$ cat config.mk
export PLATFORM = sky130hd
export DESIGN_NAME = rv_iopmp_err_capture
export DESIGN_NICKNAME = d
export VERILOG_FILES = /design/src/rtl/rv_iopmp_pkg.sv /design/src/rtl/rv_iopmp_rr_arbiter.sv /design/src/rtl/rv_iopmp_err_capture.sv
export SDC_FILE = /design/constraint.sdc
export NUM_CORES = 1
export LEC_CHECK = 0
export ABC_CLOCK_PERIOD_IN_PS = 1950
export CAP_MARGIN = 10
export CORE_ASPECT_RATIO = 1.2
export CORE_MARGIN = 4
export CORE_UTILIZATION = 40
export CTS_CLUSTER_SIZE = 28
export DETAILED_ROUTE_END_ITERATION = 7
export GPL_TIMING_DRIVEN = 0
export PLACE_DENSITY = 0.84
export SYNTH_ARGS = -nofsm -noshare
export SYNTH_HDL_FRONTEND = slang
export SYNTH_SLANG_ARGS = --single-unit
export TNS_END_PERCENT = 10
$ cat constraint.sdc
create_clock -name clk_i -period 1.95 [get_ports clk_i]
set_input_delay 0.4875 -clock clk_i [delete_from_list [all_inputs] [get_ports clk_i]]
set_output_delay 0.4875 -clock clk_i [all_outputs]
set_load 0.01 [all_outputs]
$ cat src/rtl/rv_iopmp_pkg.sv
// Shared IOPMP types: access and error-type encodings, plus width helpers for the error-record path.
package rv_iopmp_pkg;

  localparam int ERR_LOST_CNT_W = 8;

  typedef enum logic [1:0] {
    ACCESS_NONE  = 2'd0,
    ACCESS_READ  = 2'd1,
    ACCESS_WRITE = 2'd2,
    ACCESS_EXEC  = 2'd3
  } access_t;

  typedef enum logic [2:0] {
    ERR_NONE          = 3'd0,
    ERR_ILLEGAL_READ  = 3'd1,
    ERR_ILLEGAL_WRITE = 3'd2,
    ERR_ILLEGAL_FETCH = 3'd3,
    ERR_PARTIAL_HIT   = 3'd4,
    ERR_NO_HIT        = 3'd5,
    ERR_UNKNOWN_SID   = 3'd6,
    ERR_RSVD          = 3'd7
  } err_type_t;

  // Instance-index width; a single instance still needs one bit.
  function automatic int inst_w(int n);
    return (n > 1) ? $clog2(n) : 1;
  endfunction

endpackage

$ cat src/rtl/rv_iopmp_rr_arbiter.sv
// Round-robin arbiter: first asserted request at or after ptr_i, wrapping to index 0.
module rv_iopmp_rr_arbiter #(
  parameter int N     = 1,
  parameter int IDX_W = 1
) (
  input  logic [N-1:0]     req_i,
  input  logic [IDX_W-1:0] ptr_i,
  output logic [N-1:0]     gnt_o,
  output logic [IDX_W-1:0] idx_o,
  output logic             valid_o
);

  logic found;

  // Upper pass covers [ptr, N-1]; lower pass picks up the wrapped requests.
  always_comb begin
    gnt_o = '0;
    idx_o = '0;
    found = 1'b0;
    for (int i = 0; i < N; i++) begin
      if (!found && req_i[i] && (IDX_W'(i) >= ptr_i)) begin
        found    = 1'b1;
        gnt_o[i] = 1'b1;
        idx_o    = IDX_W'(i);
      end
    end
    for (int i = 0; i < N; i++) begin
      if (!found && req_i[i]) begin
        found    = 1'b1;
        gnt_o[i] = 1'b1;
        idx_o    = IDX_W'(i);
      end
    end
    valid_o = found;
  end

endmodule

$ cat src/rtl/rv_iopmp_err_capture.sv
// IOPMP error-record stage: arbitrates violation pulses, holds one record until SW clears it,
// counts dropped violations (saturating) and drives the wired interrupt level.
module rv_iopmp_err_capture
  import rv_iopmp_pkg::*;
#(
  parameter int NUMBER_TL_INSTANCES = 1,
  parameter int ADDR_WIDTH          = 64,
  parameter int SID_WIDTH           = 1,
  parameter int LOST_CNT_WIDTH      = ERR_LOST_CNT_W
) (
  input  logic                                    clk_i,
  input  logic                                    rst_ni,
  input  logic [NUMBER_TL_INSTANCES-1:0]          err_valid_i,
  input  logic [NUMBER_TL_INSTANCES*ADDR_WIDTH-1:0] err_addr_i,
  input  logic [NUMBER_TL_INSTANCES*SID_WIDTH-1:0]  err_sid_i,
  input  logic [NUMBER_TL_INSTANCES*2-1:0]        err_ttype_i,
  input  logic [NUMBER_TL_INSTANCES*3-1:0]        err_etype_i,
  input  logic                                    intr_en_i,
  input  logic                                    clear_i,
  output logic                                    rec_valid_o,
  output logic [ADDR_WIDTH-1:0]                   rec_addr_o,
  output logic [SID_WIDTH-1:0]                    rec_sid_o,
  output logic [1:0]                              rec_ttype_o,
  output logic [2:0]                              rec_etype_o,
  output logic [inst_w(NUMBER_TL_INSTANCES)-1:0]  rec_inst_o,
  output logic [LOST_CNT_WIDTH-1:0]               lost_cnt_o,
  output logic                                    wsi_o
);

  localparam int N      = NUMBER_TL_INSTANCES;
  localparam int INST_W = inst_w(N);
  localparam int CW     = $clog2(N + 1);
  localparam int SW     = LOST_CNT_WIDTH + CW;

  typedef enum logic {IDLE, HELD} state_e;

  typedef struct packed {
    logic [INST_W-1:0]     inst;
    err_type_t             etype;
    access_t               ttype;
    logic [SID_WIDTH-1:0]  sid;
    logic [ADDR_WIDTH-1:0] addr;
  } err_record_t;

  state_e                    state_q, state_d;
  err_record_t               rec_q, rec_d;
  logic [INST_W-1:0]         ptr_q, ptr_d;
  logic [LOST_CNT_WIDTH-1:0] lost_q, lost_d, lost_base;
  logic                      wsi_q;

  logic [N-1:0]              grant;
  logic [INST_W-1:0]         win_idx;
  logic                      any_err, capture;
  logic [CW-1:0]             err_count, loser_count;
  logic [SW-1:0]             lost_sum;
  logic [ADDR_WIDTH-1:0]     sel_addr;
  logic [SID_WIDTH-1:0]      sel_sid;
  logic [1:0]                sel_ttype;
  logic [2:0]                sel_etype;

  rv_iopmp_rr_arbiter #(
    .N     (N),
    .IDX_W (INST_W)
  ) u_arb (
    .req_i   (err_valid_i),
    .ptr_i   (ptr_q),
    .gnt_o   (grant),
    .idx_o   (win_idx),
    .valid_o (any_err)
  );

  // One-hot grant steers the winner's payload; popcount gives total pulses this cycle.
  always_comb begin
    sel_addr  = '0;
    sel_sid   = '0;
    sel_ttype = '0;
    sel_etype = '0;
    err_count = '0;
    for (int i = 0; i < N; i++) begin
      err_count = err_count + CW'(err_valid_i[i]);
      if (grant[i]) begin
        sel_addr  = err_addr_i[i*ADDR_WIDTH +: ADDR_WIDTH];
        sel_sid   = err_sid_i[i*SID_WIDTH +: SID_WIDTH];
        sel_ttype = err_ttype_i[i*2 +: 2];
        sel_etype = err_etype_i[i*3 +: 3];
      end
    end
  end

  // A clear frees the slot in the same cycle, so a coincident error is captured immediately.
  always_comb begin
    state_d   = state_q;
    rec_d     = rec_q;
    ptr_d     = ptr_q;
    lost_base = lost_q;
    capture   = any_err && ((state_q == IDLE) || clear_i);
    if ((state_q == HELD) && clear_i) begin
      state_d   = IDLE;
      lost_base = '0;
    end
    if (capture) begin
      state_d   = HELD;
      lost_base = '0;
      rec_d     = '{inst:  win_idx,
                    etype: err_type_t'(sel_etype),
                    ttype: access_t'(sel_ttype),
                    sid:   sel_sid,
                    addr:  sel_addr};
      ptr_d     = (win_idx == INST_W'(N - 1)) ? '0 : win_idx + INST_W'(1);
    end
    loser_count = err_count - CW'(capture);
    lost_sum    = SW'(lost_base) + SW'(loser_count);
    lost_d      = (lost_sum > SW'({LOST_CNT_WIDTH{1'b1}})) ? '1 : lost_sum[LOST_CNT_WIDTH-1:0];
  end

  always_ff @(posedge clk_i or negedge rst_ni) begin
    if (!rst_ni) begin
      state_q <= IDLE;
      rec_q   <= '0;
      ptr_q   <= '0;
      lost_q  <= '0;
      wsi_q   <= 1'b0;
    end else begin
      state_q <= state_d;
      rec_q   <= rec_d;
      ptr_q   <= ptr_d;
      lost_q  <= lost_d;
      wsi_q   <= (state_d == HELD) && intr_en_i;
    end
  end

  assign rec_valid_o = (state_q == HELD);
  assign rec_addr_o  = rec_q.addr;
  assign rec_sid_o   = rec_q.sid;
  assign rec_ttype_o = rec_q.ttype;
  assign rec_etype_o = rec_q.etype;
  assign rec_inst_o  = rec_q.inst;
  assign lost_cnt_o  = lost_q;
  assign wsi_o       = wsi_q;

endmodule
==> results.py, run 1 <==
metrics = {
    "finish": {
        "layout_commonest_cell": "clkdlybuf4s50_1",
        "drive_gt1_frac": 0.283,
        "design_area_um2": 5110,
        "num_antenna_cells": 0,
        "layout_common_cells": "151 x clkdlybuf4s50_1, 79 x dfrtp_1, 70 x mux2_2",
        "utilization": 0.667,
        "nNetsFinal": 446,
        "synthToLayoutAreaGrowth_pct": 62.9,
        "stdcell_count": 466,
    },
    "critical_path": {
        "cp-end-kind": "register",
        "crit_end": "lost_cnt_o[3]$_DFF_PN0_",
        "crit_arrival_ns": 2.11,
        "rrSetupSlack_ns": 0.07,
        "worstPathMaxFanout": 6,
        "cp-startpoint": "rec_valid_o$_DFF_PN0_",
        "worstSetupPathType": "reg -> reg",
        "cp.required_ns": 2.18,
        "timing.rr.end": "lost_cnt_o[3]$_DFF_PN0_",
        "r2r-start": "rec_valid_o$_DFF_PN0_",
        "rr_worst_depth": 8,
        "start_kind": "register",
    },
    "grt": {
        "grt.overflow.total": 0,
        "grt_use_met1": 0.181,
        "use_met2": 0.280,
        "met3_usage": 0.0662,
        "antenna_found_initial": 0,
        "busiest_layer": "met2",
        "gr-usage-all-layers": 0.167,
        "grt_first_pass_wirelength_um": 11800,
        "grt_pass1_vias": 2437,
        "grt_start_max_net_pins": 67,
    },
    "pwr": {
        "power_frac_comb": 0.243,
        "clock_power_share": 0.315,
        "power_mw": 4.48,
        "ir_drop_uv": 738,
        "p_leak_nw": 2.15,
        "internal_power_mw": 3.42,
        "netSwitchingPower_mw": 1.06,
        "seqPwrFrac": 0.442,
        "powerDensity_nw_per_um2": 877,
        "power_switching_share": 0.237,
    },
    "clock_network": {
        "cts_tree": "done",
        "cts_sinks": 80,
        "clk_pin_slew_ns": 0.08,
        "cts_root_buf": "clkbuf_8",
        "insertion_delay_ns": 0.34,
        "htreeDepth": 3,
        "cts_buffers": 9,
        "ctsLongestPathBuffers": 2,
    },
    "die": {
        "die_x_um": 88.8,
        "initial_utilization": 0.409,
        "rows": 35,
        "design.core.area_um2": 7660,
        "io_pins": 156,
        "dieArea_um2": 9330,
        "die_y_um": 105,
    },
    "sta": {
        "finalWorstSetupSlack_ns": 0.0689,
        "final.setup_skew_ns": 0.00799,
        "hold_viol_final": 0,
        "clock.fmax_mhz": 532,
        "drv_slew": 0,
        "fin_crit_sh": 0.965,
        "holdWs_ns": 0.506,
        "rsz0062_at_grt": "no",
        "finalSetupTns_ns": 0,
        "setup_viol": 0,
        "finalCriticalPeriod_ns": 1.88,
    },
    "drt": {
        "vias_per_cell": 4.77,
        "drtAntennaViolNets": 0,
        "wl_um": 7440,
        "wl_per_cell_um": 16.0,
        "firstDrtPassIters": 6,
        "vias": 2225,
        "drt_iter0_markers": 63,
        "drc": 0,
    },
    "yosys": {
        "synthArstFlopShare": 1.00,
        "synth.distinct_cells": 25,
        "syn_area_um2": 3140,
        "synth_flop_cell": "dfrtp_1",
        "avgSynthCellArea_um2": 15.8,
        "syn_inst": 199,
        "synth.net_count": 276,
        "synth-seq-cells": 80,
        "yosysWarnings": 0,
        "yosysSeqAreaShare": 0.638,
        "synth_edf_count": 0,
    },
    "placement": {
        "postPlaceCellArea_um2": 4820,
        "portBuffers": 154,
        "place_inst": 446,
        "dp_slack_ns": -0.780,
        "hpwl_um": 5650,
        "place.gp.congestion": 0.702,
    },
    "run": {
        "cap_violations": 0,
    },
    "min_path": {
        "hold_class": "reg -> reg",
    },
    "status": {
        "status": "finished clean",
    },
}
[worst min-delay path by stage]
stage | start | to | slack (ns) | depth (start not counted)
floorplan | rst_ni | lost_cnt_o[0]$_DFF_PN0_ | 0.19 | 0
global placement | lost_cnt_o[6]$_DFF_PN0_ | lost_cnt_o[6]$_DFF_PN0_ | 0.48 | 1
finish | rec_addr_o[62]$_DFFE_PN0P_ | rec_addr_o[62]$_DFFE_PN0P_ | 0.51 | 1
global route | rec_addr_o[16]$_DFFE_PN0P_ | rec_addr_o[16]$_DFFE_PN0P_ | 0.52 | 1
detailed placement | rst_ni | rec_addr_o[18]$_DFFE_PN0P_ | 0.37 | 1
CTS | rec_addr_o[11]$_DFFE_PN0P_ | rec_addr_o[11]$_DFFE_PN0P_ | 0.51 | 1
[layer usage]
metal | share of wire | vias up
met5 | 0 | -
met2 | 0.52 | 96
li1 | - | 1032
met1 | 0.36 | 1086
met4 | 0.025 | 0
met3 | 0.094 | 11
[sequential cells by signal (all words and copies together), names as in the netlist]
register / flops
wsi_o: 1
rec_valid_o: 1
lost_cnt_o: 8
rec_ttype_o: 2
rec_etype_o: 3
rec_addr_o: 64
rec_sid_o: 1
[critical path, stage by stage (launching register included)]
cell     delay (ns)
dfrtp_2        0.44
mux2i_4        0.19
and2_2         0.20
ha_1           0.21
ha_2           0.20
and4_1         0.21
nand4_1        0.09
buf_4          0.14
o21ai_0        0.08
[power by group through the flow]
stage | combinational, mW | sequential [mW] | clock, mW
floorplan | 0.283 | 2.12 | 0
global placement | 1.07 | 2.00 | 0
detailed placement | 1.10 | 2.02 | 0
CTS | 1.11 | 1.99 | 1.47
global route | 1.17 | 2.01 | 1.54
finish | 1.09 | 1.98 | 1.41
[Yosys cell counts (all sizes together), types with 3 or more instances]
cell type  number  area [µm²]
and2            3        21.3
buf             8        86.3
dfrtp          80        2000
inv             3        11.3
mux2           70         788
nand2           7        28.8
nand2b          3        18.8
nand4           3        18.8
[kinds of logic after synthesis]
logic type / after synthesis / share of synthesized area
adders and majority gates: 2 / 0.00798
DFF: 80 / 0.638
AOI/OAI and AO/OA: 7 / 0.0132
other: 1 / 0.00120
and+or+nand+nor: 23 / 0.0415
xor gates and xnor gates: 4 / 0.0112
muxes: 71 / 0.256
buffers and inverters: 11 / 0.0311
[layout make-up]
class	instances	area [µm²]
Clock inverter	4	75.1
Timing Repair Buffer	159	1600
Inverter	3	11.3
Fill cell	559	2550
Multi-Input combinational cell	108	1060
Buffer	8	86.3
Sequential cell	80	2000
Clock buffer	12	165
Tap cell	92	115
[timing repair]
item / 4_1_cts / 5_1_grt
pin swaps: 1 / 0
buffers inserted: 2 / 1
endpoints found under the setup margin: 8 / 9
resized for setup: 7 / 1
hold buffers: 1 / 0
hold endpoints to repair: 14 / 0
Note: power is estimated with default switching activity, not from simulation.
==> run 2, diff against run 1 <==
--- a/config.mk
+++ b/config.mk
@@ -7,2 +7,3 @@
 export LEC_CHECK = 0
+export ABC_AREA = 1
 export ABC_CLOCK_PERIOD_IN_PS = 1950
@@ -11,3 +12,3 @@
 export CORE_MARGIN = 4
-export CORE_UTILIZATION = 40
+export CORE_UTILIZATION = 41
 export CTS_CLUSTER_SIZE = 28
@@ -15,3 +16,4 @@
 export GPL_TIMING_DRIVEN = 0
-export PLACE_DENSITY = 0.84
+export PLACE_DENSITY = 0.85
+export RECOVER_POWER = 25
 export SYNTH_ARGS = -nofsm -noshare
--- a/constraint.sdc
+++ b/constraint.sdc
@@ -3,2 +3,2 @@
 set_output_delay 0.4875 -clock clk_i [all_outputs]
-set_load 0.01 [all_outputs]
+set_load 0.05 [all_outputs]
==> run 2 against run 1 <==
Sequential share of layout area grew 0.096 points. Maximum frequency grew 3.2%. Utilization down 0.54 points. Synthesized cell count increased by 88%. Largest cell class unchanged. Critical endpoint is now lost_cnt_o[6]$_DFF_PN0_. Count of clock-buffer cells in the layout fell by 1. Flip-flop and latch count unchanged.
==> results.py, run 2 <==
metrics = {
    "die": {
        "rows": 35,
        "die_y_um": 105,
        "design.core.area_um2": 7710,
        "die_x_um": 89.2,
        "io_pins": 156,
        "initial_utilization": 0.421,
        "dieArea_um2": 9410,
    },
    "min_path": {
        "hold_class": "in -> async",
    },
    "finish": {
        "multi_input_comb_area_um2": 1150,
        "register_area_um2": 2000,
        "num_antenna_cells": 0,
        "stdcell_count": 641,
        "synthToLayoutAreaGrowth_pct": 57.1,
        "layout_commonest_cell": "nand2_1",
        "largest_register_ffs": 64,
        "drive_gt1_frac": 0.100,
        "fillerInstances": 662,
        "layout_common_cells": "226 x nand2_1, 81 x dlygate4sd2_1, 79 x dfrtp_1",
        "nNetsFinal": 621,
    },
    "grt": {
        "antenna_found_initial": 0,
        "grt.overflow.total": 0,
        "gr-usage-all-layers": 0.194,
        "grt_pass1_vias": 3066,
        "grt_start_max_net_pins": 60,
        "grt_first_pass_wirelength_um": 14200,
    },
    "drt": {
        "drtAntennaViolNets": 0,
        "drc": 0,
        "wl_per_cell_um": 14.0,
        "wl_um": 9000,
        "firstDrtPassIters": 4,
        "vias_per_cell": 4.60,
        "drt_iter0_markers": 87,
        "vias": 2946,
    },
    "yosys": {
        "synth.distinct_cells": 23,
        "synth.net_count": 452,
        "synth-seq-cells": 80,
        "synthArstFlopShare": 1.00,
        "yosysSeqAreaShare": 0.617,
        "synth_common_cells": "227 x nand2_1, 80 x dfrtp_1, 14 x buf_2",
        "synth_top_cell_by_area": "dfrtp_1",
        "synth_edf_count": 0,
        "synth_top_area_share": 0.617,
        "synth_area_leaders": "dfrtp_1 62%, nand2_1 26%, buf_2 2.2%",
        "yosysMostFrequentCell": "nand2_1",
        "avgSynthCellArea_um2": 8.65,
        "syn_area_um2": 3240,
        "synth_flop_cell": "dfrtp_1",
        "syn_inst": 375,
        "yosysWarnings": 0,
    },
    "pwr": {
        "power_switching_share": 0.377,
        "powerDensity_nw_per_um2": 905,
        "seqPwrFrac": 0.423,
        "power_frac_comb": 0.321,
        "clock_power_share": 0.255,
        "p_leak_nw": 2.76,
        "netSwitchingPower_mw": 1.74,
        "internal_power_mw": 2.87,
        "ir_drop_uv": 658,
    },
    "clock_network": {
        "insertion_delay_ns": 0.34,
        "cts_buffers": 9,
        "hold_buffers": 0,
        "htreeDepth": 3,
        "cts_sinks": 80,
        "cts_tree": "done",
        "clk_pin_slew_ns": 0.08,
        "cts_root_buf": "clkbuf_8",
        "ctsLongestPathBuffers": 2,
    },
    "placement": {
        "place_inst": 622,
        "place.gp.congestion": 0.771,
        "hpwl_um": 6750,
        "portBuffers": 154,
        "dp_slack_ns": -0.675,
    },
    "run": {
        "cap_violations": 0,
    },
    "sta": {
        "final.setup_skew_ns": 0.00482,
        "hold_viol_final": 0,
        "drv_slew": 0,
        "finalWorstSetupSlack_ns": 0.127,
        "worst_pin_slew_ns": 1.25,
        "holdWs_ns": 0.395,
        "relSlewSlack": 0.166,
        "fin_crit_sh": 0.935,
        "setup_viol": 0,
        "finalCriticalPeriod_ns": 1.82,
        "clock.fmax_mhz": 549,
    },
    "critical_path": {
        "cp_slowest_cell": "dfrtp_2",
        "cp.required_ns": 2.18,
        "worstPathMaxFanout": 5,
        "crit_arrival_ns": 2.05,
        "max_stage_delay_ns": 0.44,
        "crit_path_cell_trace": "nand2_4 > nand2_4 > clkinv_8 > nor2_2 > ha_2 > ha_4 > nand3_2 > nor2_4 > nand3_2 > o21ai_2 > inv_1",
        "cp-end-kind": "register",
        "start_kind": "register",
        "worstSetupPathType": "reg -> reg",
    },
    "status": {
        "status": "finished clean",
    },
}
run 2: cell types whose count changed in the layout (fill, tap and decap cells not counted), sizes merged, moves of 3 or more:
| cell | change |
|---|---|
| nand2 | +223 |
| clkdlybuf4s50 | -80 |
| dlygate4sd2 | +79 |
| mux2 | -70 |
| inv | +12 |
| nor2 | +10 |
| buf | +7 |
| nand3 | +6 |
| and2 | -3 |
| nand2b | -3 |
run 2: stage by stage:
step	TNS, ns	util	power (mW)	area [µm²]
floorplan	-0.0175	-	2.93	3280
global placement	-192.86	0.641	3.58	4940
detailed placement	-5.45	0.644	3.62	4960
CTS	0	0.658	4.67	5070
global route	-0.0273	0.661	4.84	5100
finish	0	0.661	4.61	5100
run 2: worst paths after layout:
kind,start,endpoint,slack [ns],cells after the start
min in group clk_i,rec_sid_o$_DFFE_PN0P_,rec_sid_o$_DFFE_PN0P_,0.47,2
worst max-delay path,rec_valid_o$_DFF_PN0_,lost_cnt_o[6]$_DFF_PN0_,0.13,11
worst min register to register,rec_sid_o$_DFFE_PN0P_,rec_sid_o$_DFFE_PN0P_,0.47,2
worst min-delay path,rst_ni,rec_addr_o[17]$_DFFE_PN0P_,0.40,1
worst max register to register,rec_valid_o$_DFF_PN0_,lost_cnt_o[6]$_DFF_PN0_,0.13,11
max in group asynchronous,rst_ni,rec_valid_o$_DFF_PN0_,0.67,2
run 2: area by class of cell:
| cell class | count | share of cell area |
|---|---|---|
| clock buffers | 11 | 0.0258 |
| inverters | 16 | 0.0142 |
| multi-input cells | 263 | 0.226 |
| clock inverters | 5 | 0.0113 |
| repair buffers | 159 | 0.292 |
| plain buffers | 15 | 0.0157 |
| well taps | 92 | 0.0226 |
| flip-flops and latches | 80 | 0.393 |
run 2: power groups by stage:
| stage | Sequential (mW) | Combinational (mW) | Clock [mW] |
|---|---|---|---|
| floorplan | 2.68 | 0.248 | 0 |
| global placement | 1.98 | 1.60 | 0 |
| detailed placement | 1.99 | 1.63 | 0 |
| CTS | 1.95 | 1.50 | 1.22 |
| global route | 1.97 | 1.58 | 1.29 |
| finish | 1.95 | 1.48 | 1.18 |
run 2: cells by family (layout without fill, tap and decap cells):
| kind of cell | Yosys count | after routing | share of synthesized area |
|---|---|---|---|
| AND/OR/NAND/NOR | 250 | 250 | 0.308 |
| flip-flops | 80 | 80 | 0.617 |
| AO/OA/AOI/OAI | 6 | 6 | 0.0108 |
| XOR/XNOR | 4 | 4 | 0.0108 |
| other | 1 | 1 | 0.00116 |
| buffers and inverters | 32 | 206 | 0.0447 |
| adder cells (fa/ha/maj) | 2 | 2 | 0.00771 |
run 2: what timing repair did:
action                                  in CTS  in global routing
endpoints found under the setup margin      88                  8
setup buffers                                1                  3
pin swaps                                    2                  3
resized for setup                           85                  8
hold endpoints to repair                     0                  0
run 2: routing by layer:
layer / share of wire / global-route usage
met1: 0.39 / 0.222
met2: 0.53 / 0.344
met3: 0.081 / 0.0571
met4: 0.0033 / 0.0543
met5: 0 / 0
run 2: critical path: cells and delay by family (launching register included):
family                   cells  cell delay, ns
AND/OR/NAND/NOR              6            0.68
flip-flops                   1            0.44
adder cells (fa/ha/maj)      2            0.36
AO/OA/AOI/OAI                1            0.14
buffers and inverters        2            0.09
